File: config.mk
export PLATFORM = sky130hd
export DESIGN_NAME = mem_port_adapter_flat
export DESIGN_NICKNAME = d
export VERILOG_FILES = /design/src/rtl/rv32i_types.sv /design/src/rtl/mem_port_adapter_if.sv /design/src/rtl/load_extend.sv /design/src/rtl/mem_port_adapter.sv /design/src/flat_wrapper.sv
export SDC_FILE = /design/constraint.sdc
export NUM_CORES = 1
export LEC_CHECK = 0
export CORE_UTILIZATION = 36
export DETAILED_ROUTE_END_ITERATION = 10
export PLACE_DENSITY_LB_ADDON = 0.15
export SKIP_CTS_REPAIR_TIMING = 1
export SYNTH_ARGS = -nofsm -noshare
export SYNTH_HDL_FRONTEND = slang
export SYNTH_SLANG_ARGS = --single-unit
export TNS_END_PERCENT = 30
File: constraint.sdc
create_clock -name clk -period 7.3 [get_ports clk]
set_clock_uncertainty 0.1 [all_clocks]
set_input_delay 0.73 -clock clk [delete_from_list [all_inputs] [get_ports clk]]
set_output_delay 0.73 -clock clk [all_outputs]
set_load 0.005 [all_outputs]
File: src/rtl/rv32i_types.sv
// Shared types for the CPU-to-physical-memory port adapter: FSM states and load width codes.
package rv32i_types;

    typedef enum logic [1:0] {
        StIdle = 2'd0,
        StBusy = 2'd1,
        StDone = 2'd2
    } mem_port_state_t;

    typedef enum logic [2:0] {
        lb  = 3'b000,
        lh  = 3'b001,
        lw  = 3'b010,
        lbu = 3'b100,
        lhu = 3'b101
    } load_funct3_t;

endpackage

File: src/rtl/mem_port_adapter_if.sv
// CPU-side and physical-memory-side signals of the port adapter.
// The slave modport is the adapter; the master modport is the CPU/memory environment.
interface mem_port_adapter_if;
    logic        mem_read;
    logic        mem_write;
    logic [31:0] mem_address;
    logic [3:0]  mem_byte_enable;
    logic [31:0] mem_wdata;
    logic [2:0]  funct3;
    logic        mem_resp;
    logic [31:0] mem_rdata;
    logic        mem_error;
    logic        pmem_read;
    logic        pmem_write;
    logic [31:0] pmem_address;
    logic [3:0]  pmem_wmask;
    logic [31:0] pmem_wdata;
    logic [31:0] pmem_rdata;
    logic        pmem_resp;

    modport slave (
        input  mem_read, mem_write, mem_address, mem_byte_enable, mem_wdata, funct3,
        input  pmem_rdata, pmem_resp,
        output mem_resp, mem_rdata, mem_error,
        output pmem_read, pmem_write, pmem_address, pmem_wmask, pmem_wdata
    );

    modport master (
        output mem_read, mem_write, mem_address, mem_byte_enable, mem_wdata, funct3,
        output pmem_rdata, pmem_resp,
        input  mem_resp, mem_rdata, mem_error,
        input  pmem_read, pmem_write, pmem_address, pmem_wmask, pmem_wdata
    );
endinterface

File: src/rtl/load_extend.sv
// Aligns a raw memory word to the byte offset and sign/zero-extends it per the load code.
module load_extend
    import rv32i_types::*;
(
    input  logic [31:0] word_i,
    input  logic [1:0]  offset_i,
    input  logic [2:0]  funct3_i,
    output logic [31:0] data_o
);
    logic [31:0] shifted;

    always_comb begin
        shifted = word_i >> {offset_i, 3'b000};
        case (load_funct3_t'(funct3_i))
            lb:      data_o = {{24{shifted[7]}}, shifted[7:0]};
            lh:      data_o = {{16{shifted[15]}}, shifted[15:0]};
            lbu:     data_o = {24'd0, shifted[7:0]};
            lhu:     data_o = {16'd0, shifted[15:0]};
            default: data_o = shifted;
        endcase
    end
endmodule

File: src/rtl/mem_port_adapter.sv
// Adapts a held CPU load/store request to a word-addressed physical memory port.
// Optional watchdog on the memory response is enabled by defining MEM_PORT_TIMEOUT_EN.
module mem_port_adapter
    import rv32i_types::*;
#(
    parameter int unsigned TIMEOUT_CYCLES = 255
) (
    input logic               clk,
    input logic               rst,
    mem_port_adapter_if.slave bus
);
    mem_port_state_t state_q, state_d;
    logic [31:0] addr_q, wdata_q, rdata_q;
    logic [3:0]  wmask_q;
    logic [1:0]  off_q;
    logic [2:0]  f3_q;
    logic        write_q;
    logic [31:0] ext_word;
    logic        start, finish, timeout;

    load_extend u_load_extend (
        .word_i   (bus.pmem_rdata),
        .offset_i (off_q),
        .funct3_i (f3_q),
        .data_o   (ext_word)
    );

    assign start  = (state_q == StIdle) && (bus.mem_read || bus.mem_write);
    assign finish = (state_q == StBusy) && (bus.pmem_resp || timeout);

`ifdef MEM_PORT_TIMEOUT_EN
    localparam int unsigned CntW = $clog2(TIMEOUT_CYCLES + 1);
    logic [CntW-1:0] cnt_q;
    logic            err_q;

    assign timeout = (state_q == StBusy) && (cnt_q == CntW'(TIMEOUT_CYCLES - 1));

    always_ff @(posedge clk or posedge rst) begin
        if (rst) begin
            cnt_q <= '0;
            err_q <= 1'b0;
        end else begin
            if (start) begin
                cnt_q <= '0;
            end else if (state_q == StBusy) begin
                cnt_q <= cnt_q + CntW'(1);
            end
            // A response arriving in the timeout cycle still counts as success.
            if (finish) begin
                err_q <= !bus.pmem_resp;
            end
        end
    end
`else
    assign timeout = 1'b0;
`endif

    always_comb begin
        state_d = state_q;
        unique case (state_q)
            StIdle:  if (bus.mem_read || bus.mem_write) state_d = StBusy;
            StBusy:  if (bus.pmem_resp || timeout) state_d = StDone;
            StDone:  state_d = StIdle;
            default: state_d = StIdle;
        endcase
    end

    always_ff @(posedge clk or posedge rst) begin
        if (rst) begin
            state_q <= StIdle;
            addr_q  <= '0;
            off_q   <= '0;
            f3_q    <= '0;
            write_q <= 1'b0;
            wmask_q <= '0;
            wdata_q <= '0;
            rdata_q <= '0;
        end else begin
            state_q <= state_d;
            if (start) begin
                addr_q  <= {bus.mem_address[31:2], 2'b00};
                off_q   <= bus.mem_address[1:0];
                f3_q    <= bus.funct3;
                write_q <= bus.mem_write;
                wmask_q <= bus.mem_byte_enable << bus.mem_address[1:0];
                wdata_q <= bus.mem_wdata << {bus.mem_address[1:0], 3'b000};
            end
            if (finish) begin
                rdata_q <= (bus.pmem_resp && !write_q) ? ext_word : 32'd0;
            end
        end
    end

    always_comb begin
        bus.mem_resp     = (state_q == StDone);
        bus.mem_rdata    = (state_q == StDone) ? rdata_q : 32'd0;
        bus.pmem_read    = (state_q == StBusy) && !write_q;
        bus.pmem_write   = (state_q == StBusy) && write_q;
        bus.pmem_address = addr_q;
        bus.pmem_wmask   = wmask_q;
        bus.pmem_wdata   = wdata_q;
`ifdef MEM_PORT_TIMEOUT_EN
        bus.mem_error    = (state_q == StDone) && err_q;
`else
        bus.mem_error    = 1'b0;
`endif
    end
endmodule

File: src/flat_wrapper.sv
// flat-port wrapper written by rule: the top's interface ports become plain ports
module mem_port_adapter_flat import rv32i_types::*;
#(
    parameter int unsigned TIMEOUT_CYCLES = 255
)
  (clk, rst, bus_mem_read, bus_mem_write, bus_mem_address, bus_mem_byte_enable, bus_mem_wdata, bus_funct3, bus_pmem_rdata, bus_pmem_resp, bus_mem_resp, bus_mem_rdata, bus_mem_error, bus_pmem_read, bus_pmem_write, bus_pmem_address, bus_pmem_wmask, bus_pmem_wdata);
  mem_port_adapter_if bus_i ();
  input logic clk;
  input logic rst;
  input wire logic [$bits(bus_i.mem_read)-1:0] bus_mem_read;
  input wire logic [$bits(bus_i.mem_write)-1:0] bus_mem_write;
  input wire logic [$bits(bus_i.mem_address)-1:0] bus_mem_address;
  input wire logic [$bits(bus_i.mem_byte_enable)-1:0] bus_mem_byte_enable;
  input wire logic [$bits(bus_i.mem_wdata)-1:0] bus_mem_wdata;
  input wire logic [$bits(bus_i.funct3)-1:0] bus_funct3;
  input wire logic [$bits(bus_i.pmem_rdata)-1:0] bus_pmem_rdata;
  input wire logic [$bits(bus_i.pmem_resp)-1:0] bus_pmem_resp;
  output wire logic [$bits(bus_i.mem_resp)-1:0] bus_mem_resp;
  output wire logic [$bits(bus_i.mem_rdata)-1:0] bus_mem_rdata;
  output wire logic [$bits(bus_i.mem_error)-1:0] bus_mem_error;
  output wire logic [$bits(bus_i.pmem_read)-1:0] bus_pmem_read;
  output wire logic [$bits(bus_i.pmem_write)-1:0] bus_pmem_write;
  output wire logic [$bits(bus_i.pmem_address)-1:0] bus_pmem_address;
  output wire logic [$bits(bus_i.pmem_wmask)-1:0] bus_pmem_wmask;
  output wire logic [$bits(bus_i.pmem_wdata)-1:0] bus_pmem_wdata;
  assign bus_i.mem_read = bus_mem_read;
  assign bus_i.mem_write = bus_mem_write;
  assign bus_i.mem_address = bus_mem_address;
  assign bus_i.mem_byte_enable = bus_mem_byte_enable;
  assign bus_i.mem_wdata = bus_mem_wdata;
  assign bus_i.funct3 = bus_funct3;
  assign bus_i.pmem_rdata = bus_pmem_rdata;
  assign bus_i.pmem_resp = bus_pmem_resp;
  assign bus_mem_resp = bus_i.mem_resp;
  assign bus_mem_rdata = bus_i.mem_rdata;
  assign bus_mem_error = bus_i.mem_error;
  assign bus_pmem_read = bus_i.pmem_read;
  assign bus_pmem_write = bus_i.pmem_write;
  assign bus_pmem_address = bus_i.pmem_address;
  assign bus_pmem_wmask = bus_i.pmem_wmask;
  assign bus_pmem_wdata = bus_i.pmem_wdata;
  mem_port_adapter #(.TIMEOUT_CYCLES(TIMEOUT_CYCLES)) u_core (.clk(clk), .rst(rst), .bus(bus_i));
endmodule
Word-level counts from Yosys, hierarchy flattened
Index checks and enable logic that the tools add are counted.
{"block": "classes", "muxes": 6, "n_eq_ne": 7, "n_reduce_logical": 10, "shifts": 3}
{"operator": "$pmux 32 s4", "n": 1}
{"operator": "$mux 32", "n": 2}
{"operator": "$shl 32x5->32", "n": 1}
{"operator": "$shr 32x5->32", "n": 1}
{"operator": "$eq 3x3->1 const B", "n": 2}
{"operator": "$logic_and 1x1->1", "n": 5}
{"operator": "$mux 2", "n": 2}
{"operator": "$ne 2x2->1 const B", "n": 2}
{"operator": "$pmux 2 s2", "n": 1}
{"operator": "$shl 4x2->4", "n": 1}
{"operator": "$eq 3x1->1 const B", "n": 1}
{"operator": "$logic_not 3->1", "n": 1}
{"operator": "$eq 2x1->1 const B", "n": 1}
{"operator": "$eq 2x2->1 const B", "n": 1}
{"operator": "$logic_not 2->1", "n": 1}
{"operator": "$reduce_and 2->1", "n": 1}
{"operator": "$logic_not 1->1", "n": 1}
{"operator": "$logic_or 1x1->1", "n": 1}
{"block": "totals", "register_bits": 106}

Depth between registers and ports, before layout
Gate-level depths: netlist of the first run.
{"block": "depth", "depth_word": 3, "depth_mapped": 7, "ltp_nobuf": 4}

Cells and area by module
From an unflattened synthesis of the first run, not the netlist that was laid out.
{"block": "unflattened", "cells_unflattened": 533, "area_unflattened_um2": 5890.6}
{"mod": "mem_port_adapter", "cells_each": 426, "instances": 1, "seq_area_each_um2": 2652.5, "area_each_um2": 5196.2}
{"mod": "load_extend", "cells_each": 107, "instances": 1, "seq_area_each_um2": 0.0, "area_each_um2": 694.4}

Least setup slack after synthesis of the first run
No wires, ideal clock.
{"block": "synth_timing", "path_kind": "reg2out", "from": "reg u_core.state_q[0]", "to": "out bus_mem_rdata[22]", "n_path_buf": 1, "arrival_ns": 1.023, "required_ns": 6.470, "path_stages_with_launch": 4, "path_slack_ns": 5.447, "cell_sequence": "dfrtp_1 -> nor2b_1 -> clkbuf_1 -> and2_1"}
{"block": "synth_via", "elab_chain_len": 2}
{"element": "start, declared", "line_no": "mem_port_adapter.sv:12", "text": "mem_port_state_t state_q, state_d;"}
{"element": "start signal, assigned", "line_no": "mem_port_adapter.sv:70", "text": "state_q <= StIdle;"}
{"element": "start signal, assigned", "line_no": "mem_port_adapter.sv:79", "text": "state_q <= state_d;"}
{"element": "$eq 2x2->1"}
{"element": "named net bus_mem_resp", "line_no": "flat_wrapper.sv:18", "text": "output wire logic [$bits(bus_i.mem_resp)-1:0] bus_mem_resp;"}
{"element": "$mux 32", "line_no": "mem_port_adapter.sv:96", "text": "bus.mem_rdata = (state_q == StDone) ? rdata_q : 32'd0;"}
{"element": "end, declared", "line_no": "flat_wrapper.sv:19", "text": "output wire logic [$bits(bus_i.mem_rdata)-1:0] bus_mem_rdata;"}
The timed path passes the listed nets, and every way through them passes these cells.

Worst setup path after layout of the first run
{"block": "layout_timing", "from": "reg u_core.state_q[1]", "to": "out bus_mem_rdata[21]"}
{"block": "layout_via", "elab_chain_len": 2}
{"element": "$eq 2x2->1", "line_no": "mem_port_adapter.sv:96"}
{"element": "$mux 32", "line_no": "mem_port_adapter.sv:96"}
Every way passes these cells.

==> flow_metrics.tcl, run 1 <==
set metrics [dict create \
    multi_input_area_mm2 0.002429 \
    vias 4664 \
    intPower_w 0.001739 \
    p_total_w 0.002674 \
    tightest_slew_ns 1.102 \
    fillers 1272 \
    clk_latency_ns 0.34 \
    seqPwrFrac_pct 37.5 \
    p_switching_w 0.0009347 \
    seqCellArea_mm2 0.002653 \
    avgSynthCellArea_um2 9.306 \
    ant_nets 0 \
    wire_per_inst_um 15.89 \
    cp_top_family "buffers and inverters" \
    grt_pass1_wl_um 23430 \
    finalWirelength_um 14920 \
    setup_viol 0 \
    core_area_mm2 0.01410 \
    synth.distinct_cells 35 \
    drt_pass1_iterations 5 \
    slew_headroom_pct 26.36 \
    finalHoldViolCount 0 \
    syn_area_mm2 0.005295 \
    end_kind "primary output" \
    post-route-min-period_ns 2.711 \
    drive_gt1_share_pct 6.192 \
    drv_slew 0 \
    p_leak_nw 3.476 \
    diodes 0 \
    yosysSeqAreaShare_pct 50.09 \
    die_w_um 123.3 \
    fin_nets 862 \
    path_clk_slew_ns 0.07 \
    cts_buffers 9 \
    gp_congestion 0.8445 \
    synth-seq-cells 106 \
    status "finished clean" \
    critPathBufInv 2 \
    arrival_ns 1.88 \
    start_kind "flip-flop" \
    pwr-share-comb_pct 45.5 \
    slowest_delay_ns 0.51 \
    worstPathRequired_ns 6.47 \
    cap_violations 0 \
    cts_tree "yes" \
    crit_chain "nor2b_1 -> buf_4 -> and2_1 -> clkdlybuf4s50_1" \
    area_growth_syn_to_layout_pct 45.89 \
    syn-instance-count 569 \
    critical_path_class "flip-flop to primary output" \
    antenna_found_initial 0 \
    max_clock_freq_ghz 0.3689 \
    grt_max_degree 83 \
    grt_usage_pct 20.05 \
    die-area_mm2 0.01520 \
    crit_path_max_fanout 33 \
    grt-ovfl-total 0 \
    io_buffers 208 \
    cp_slowest_cell "clkdlybuf4s50_1" \
    fp-row-count 43 \
    cts.sinks 106 \
    switching_share_pct 34.96 \
    rsz0062_at_grt "no" \
    post-route-period-util_pct 37.14 \
    io_pins 212 \
    vias_per_cell 4.967 \
    first_iter_violations 287 \
    start_util_pct 37.56 \
    cts_max_path_buffers 2 \
    grt_pass1_vias 4539 \
    ys_warn_count 0 \
    irDropWorstVdd_uv 209.8 \
    fin_tns_setup_ns 0 \
    die_y_um 123.3 \
    hold_path_class "flip-flop to flip-flop" \
    powerDensity_mw_per_mm2 346.1 \
    dpl.hpwl_um 10820 \
    clkPwrFrac_pct 16.9 \
    h-tree-depth 3 \
    drc 0 \
    cts-root-buf "clkbuf_16" \
]
## cell type report
cell class / count / share of cell area, %
tap: 180 / 2.915
sequential: 106 / 34.34
inverter: 2 / 0.1296
clock inverter: 4 / 0.3563
clock buffer: 12 / 3.191
timing repair buffer: 215 / 27.63
multi-input combinational: 420 / 31.44
## through the flow
stage          worst slack (ns)  instances  util (%)  hold slack [ns]  area, um^2
3_5_place_dp              4.328        923     52.86           0.3555        7451
3_3_place_gp              4.410        923     52.86           0.3538        7451
2_1_floorplan             3.681        571         -           0.3474        5303
5_1_grt                   4.493        939     54.80           0.4039        7725
4_1_cts                   4.574        939     54.80           0.3708        7725
6_report                  4.589        939     54.80           0.3652        7725
## path summary, 6_finish.rpt
| check | start | to | slack (ns) | cells after the start |
|---|---|---|---|---|
| max in group asynchronous | rst | u_core.bus.pmem_wdata[18] | 5.20 | 3 |
| worst max register to register | u_core.state_q[0] | u_core.bus.pmem_wdata[28] | 4.96 | 3 |
| worst min register to register | u_core.bus.pmem_wdata[4] | u_core.bus.pmem_wdata[4] | 0.37 | 2 |
| min in group asynchronous | rst | u_core.bus.pmem_address[7] | 0.68 | 2 |
| worst min-delay path | u_core.bus.pmem_wdata[4] | u_core.bus.pmem_wdata[4] | 0.37 | 2 |
| worst max-delay path | u_core.state_q[1] | bus_mem_rdata[21] | 4.59 | 4 |
## worst min-delay path, stage by stage, from the launching register on
cell,delay (ns)
dfrtp_1,0.34
nand2_1,0.05
nand2_1,0.05
## power groups by stage
stage	combinational (W)	clock, W	sequential, W
CTS	0.00123	0.000468	0.00101
detailed placement	0.00123	0	0.00101
floorplan	0.000652	0	0.000997
global route	0.00135	0.000489	0.00104
finish	0.00122	0.000453	0.00100
global placement	0.00121	0	0.00100
## cells in the mapped netlist
library cell | count | area share, %
a211oi_1 | 9 | 1.3
a21oi_1 | 26 | 2.5
a22o_1 | 8 | 1.3
a22oi_1 | 16 | 2.3
and2_1 | 33 | 3.9
buf_1 | 3 | 0.21
buf_2 | 9 | 0.85
buf_4 | 8 | 1.1
buf_6 | 3 | 0.64
clkbuf_1 | 19 | 1.3
clkbuf_2 | 1 | 0.094
conb_1 | 1 | 0.071
dfrtp_1 | 106 | 50
inv_1 | 2 | 0.14
mux2_2 | 17 | 3.6
mux2i_1 | 35 | 6.6
mux4_2 | 1 | 0.43
nand2_1 | 176 | 12
nand2b_1 | 1 | 0.12
nand3_1 | 9 | 0.85
nand3b_1 | 9 | 1.3
nand4bb_1 | 1 | 0.21
nor2_1 | 13 | 0.92
nor2b_1 | 12 | 1.4
nor3_1 | 1 | 0.094
nor3b_2 | 1 | 0.24
nor3b_4 | 1 | 0.35
nor4b_4 | 1 | 0.45
o211ai_1 | 1 | 0.14
o211ai_2 | 1 | 0.24
o21a_1 | 1 | 0.14
o21ai_0 | 25 | 2.4
o21ai_1 | 9 | 0.85
o31ai_1 | 9 | 1.3
or2_2 | 1 | 0.12
## registers in the layout, summed over array words and instances, names as in the netlist
| signal | flops |
|---|---|
| u_core.bus.pmem_wmask | 4 |
| u_core.state_q | 2 |
| u_core.f3_q | 3 |
| u_core.bus.pmem_address | 30 |
| u_core.write_q | 1 |
| u_core.rdata_q | 32 |
| u_core.off_q | 2 |
| u_core.bus.pmem_wdata | 32 |
## metal layers
layer	vias to the layer above	routed length [um]	global-route usage, %
met4	0	256	7.455
li1	2280	-	-
met1	2193	6547	25.95
met5	-	0	0
met3	18	1094	5.212
met2	173	7023	32.19
## layout by cell type (no fill, tap or decap), types with 2 or more instances in the layout
cell type,count
a211oi_1,9
buf_4,7
a22oi_1,16
clkinv_2,2
mux2i_1,35
clkdlybuf4s50_1,208
o21ai_0,25
o21ai_1,8
nand3_1,9
clkbuf_1,2
nand2_1,176
nor2b_1,12
mux2_2,17
clkbuf_16,9
clkinv_4,2
conb_1,3
a21oi_1,26
dfrtp_1,106
and2_1,33
nor2_1,13
o31ai_1,9
a22o_1,8
nand3b_1,9
## logic make-up (layout without fill, tap and decap cells)
| logic type | Yosys count | in the layout | synth area share [%] |
|---|---|---|---|
| AOI/OAI and AO/OA | 105 | 105 | 12.33 |
| buffers and inverters | 45 | 233 | 4.419 |
| DFF | 106 | 106 | 50.09 |
| muxes | 53 | 53 | 10.66 |
| other | 1 | 3 | 0.07082 |
| and+or+nand+nor | 259 | 259 | 22.42 |
Power figures use the tool's default switching activity.
==> run 2: changes to the inputs <==
==> constraint.sdc (replaced) <==
create_clock -name clk -period 2.61 [get_ports clk]
set_clock_uncertainty 0.1 [all_clocks]
set_input_delay 0.261 -clock clk [delete_from_list [all_inputs] [get_ports clk]]
set_output_delay 0.261 -clock clk [all_outputs]
set_load 0.005 [all_outputs]
==> flow_metrics.tcl, run 2 (synthesized netlist as in run 1, its figures left out) <==
set metrics [dict create \
    area_growth_syn_to_layout_pct 49.01 \
    end_kind "primary output" \
    hold_path_class "input pin to asynchronous set/reset pin" \
    io_pins 212 \
    slew_headroom_pct 55.30 \
    fin_nets 873 \
    wire_per_inst_um 16.62 \
    dpl.cell_count 934 \
    first_iter_violations 299 \
    arrival_ns 1.87 \
    die_y_um 123.3 \
    cts.sinks 106 \
    grt-ovfl-total 0 \
    cts-root-buf "clkbuf_16" \
    drive_gt1_share_pct 7.662 \
    finalHoldViolCount 0 \
    cap_violations 0 \
    tightest_slew_ns 0.6680 \
    p_leak_nw 3.560 \
    critical_path_class "flip-flop to primary output" \
    crit_chain "nor2b_1 -> buf_4 -> and2_1 -> clkdlybuf4s50_1" \
    antenna_found_initial 1 \
    powerDensity_mw_per_mm2 993.9 \
    critPathBufInv 2 \
    dpl.hpwl_um 11740 \
    path_clk_slew_ns 0.07 \
    p_total_w 0.007842 \
    layout_common_cells "208 x clkdlybuf4s50_1, 176 x nand2_1, 106 x dfrtp_1" \
    post-route-min-period_ns 2.230 \
    post-route-period-util_pct 85.42 \
    grt_max_degree 107 \
    grt_pass1_vias 4754 \
    ant_nets 0 \
    max_clock_freq_ghz 0.4485 \
    finalWorstSetupSlack_ns 0.3804 \
    fin_area_mm2 0.007890 \
    vias 4742 \
    crit_path_max_fanout 15 \
    die-area_mm2 0.01520 \
    cp_slowest_cell "clkdlybuf4s50_1" \
    drc 0 \
    worstPathRequired_ns 2.25 \
    final_common_cell "clkdlybuf4s50_1" \
    vias_per_cell 4.992 \
    seqCellArea_mm2 0.002653 \
    die_w_um 123.3 \
    status "finished clean" \
    finalWirelength_um 15790 \
    start_kind "flip-flop" \
    setup_viol 0 \
    gp_congestion 0.8334 \
    irDropWorstVdd_uv 518.8 \
    rsz0062_at_grt "no" \
    diodes 0 \
    pre_cts_ws_ns 0.5442 \
    drt_pass1_iterations 5 \
    fp-row-count 43 \
    core_area_mm2 0.01410 \
    post_dp_cell_area_mm2 0.007560 \
    multi_input_area_mm2 0.002429 \
    cts_max_path_buffers 2 \
    cp_top_family "buffers and inverters" \
    fillers 1266 \
    start_util_pct 37.56 \
    final_cells 950 \
    io_buffers 208 \
    grt_pass1_wl_um 24630 \
    cts_tree "yes" \
    h-tree-depth 3 \
    grt_usage_pct 21.51 \
    fin_tns_setup_ns 0 \
    slowest_delay_ns 0.51 \
    drv_slew 0 \
    cts_buffers 9 \
    clk_latency_ns 0.35 \
]
[run 2: path summary, 6_finish.rpt]
| check | endpoint | from | cells after the start | slack, ns |
|---|---|---|---|---|
| worst max-delay path | bus_mem_rdata[23] | u_core.state_q[0] | 4 | 0.38 |
| worst min-delay path | u_core.bus.pmem_address[18] | rst | 3 | 0.32 |
| worst max register to register | u_core.f3_q[0] | u_core.state_q[0] | 5 | 0.57 |
| worst min register to register | u_core.bus.pmem_wdata[5] | u_core.bus.pmem_wdata[5] | 2 | 0.37 |
| max in group asynchronous | u_core.bus.pmem_address[6] | rst | 3 | 1.67 |
| min in group clk | u_core.bus.pmem_address[25] | bus_mem_address[25] | 3 | 0.33 |
[run 2: worst reg2reg max path: cells and delay by family, from the launching register on]
kind                   cells  cell delay [ns]
AOI/OAI and AO/OA          1             0.59
and+or+nand+nor            3             0.54
DFF                        1             0.42
buffers and inverters      1             0.34
[run 2: cell type report]
cell class | count | area share [%]
Tap cell | 180 | 2.854
Clock buffer | 12 | 3.251
Timing Repair Buffer | 226 | 28.42
Multi-Input combinational cell | 420 | 30.78
Clock inverter | 4 | 0.9356
Inverter | 2 | 0.1427
Sequential cell | 106 | 33.62
[run 2: where the power goes]
| group | leakage (nW) | switching, W | internal [W] |
|---|---|---|---|
| registers | 1.35 | 0.000463 | 0.00238 |
| logic | 2.05 | 0.00163 | 0.00186 |
| clock network | 0.163 | 0.000611 | 0.000894 |
| total | 3.56 | 0.00270 | 0.00514 |
[run 2: stage by stage]
stage	utilization [%]	hold WS [ns]
after CTS	55.97	0.3202
final	55.97	0.3195
after detailed placement	53.63	0.3549
after global placement	53.63	0.3519
after floorplan	-	0.2664
after global routing	55.97	0.3399
[run 2: layer usage]
layer	track usage [%]	part of all wire, %	vias up
met5	0	0.076	-
met4	7.154	1.7	2
met3	7.749	8.0	22
met2	33.87	46	152
met1	27.36	44	2262
li1	-	-	2304
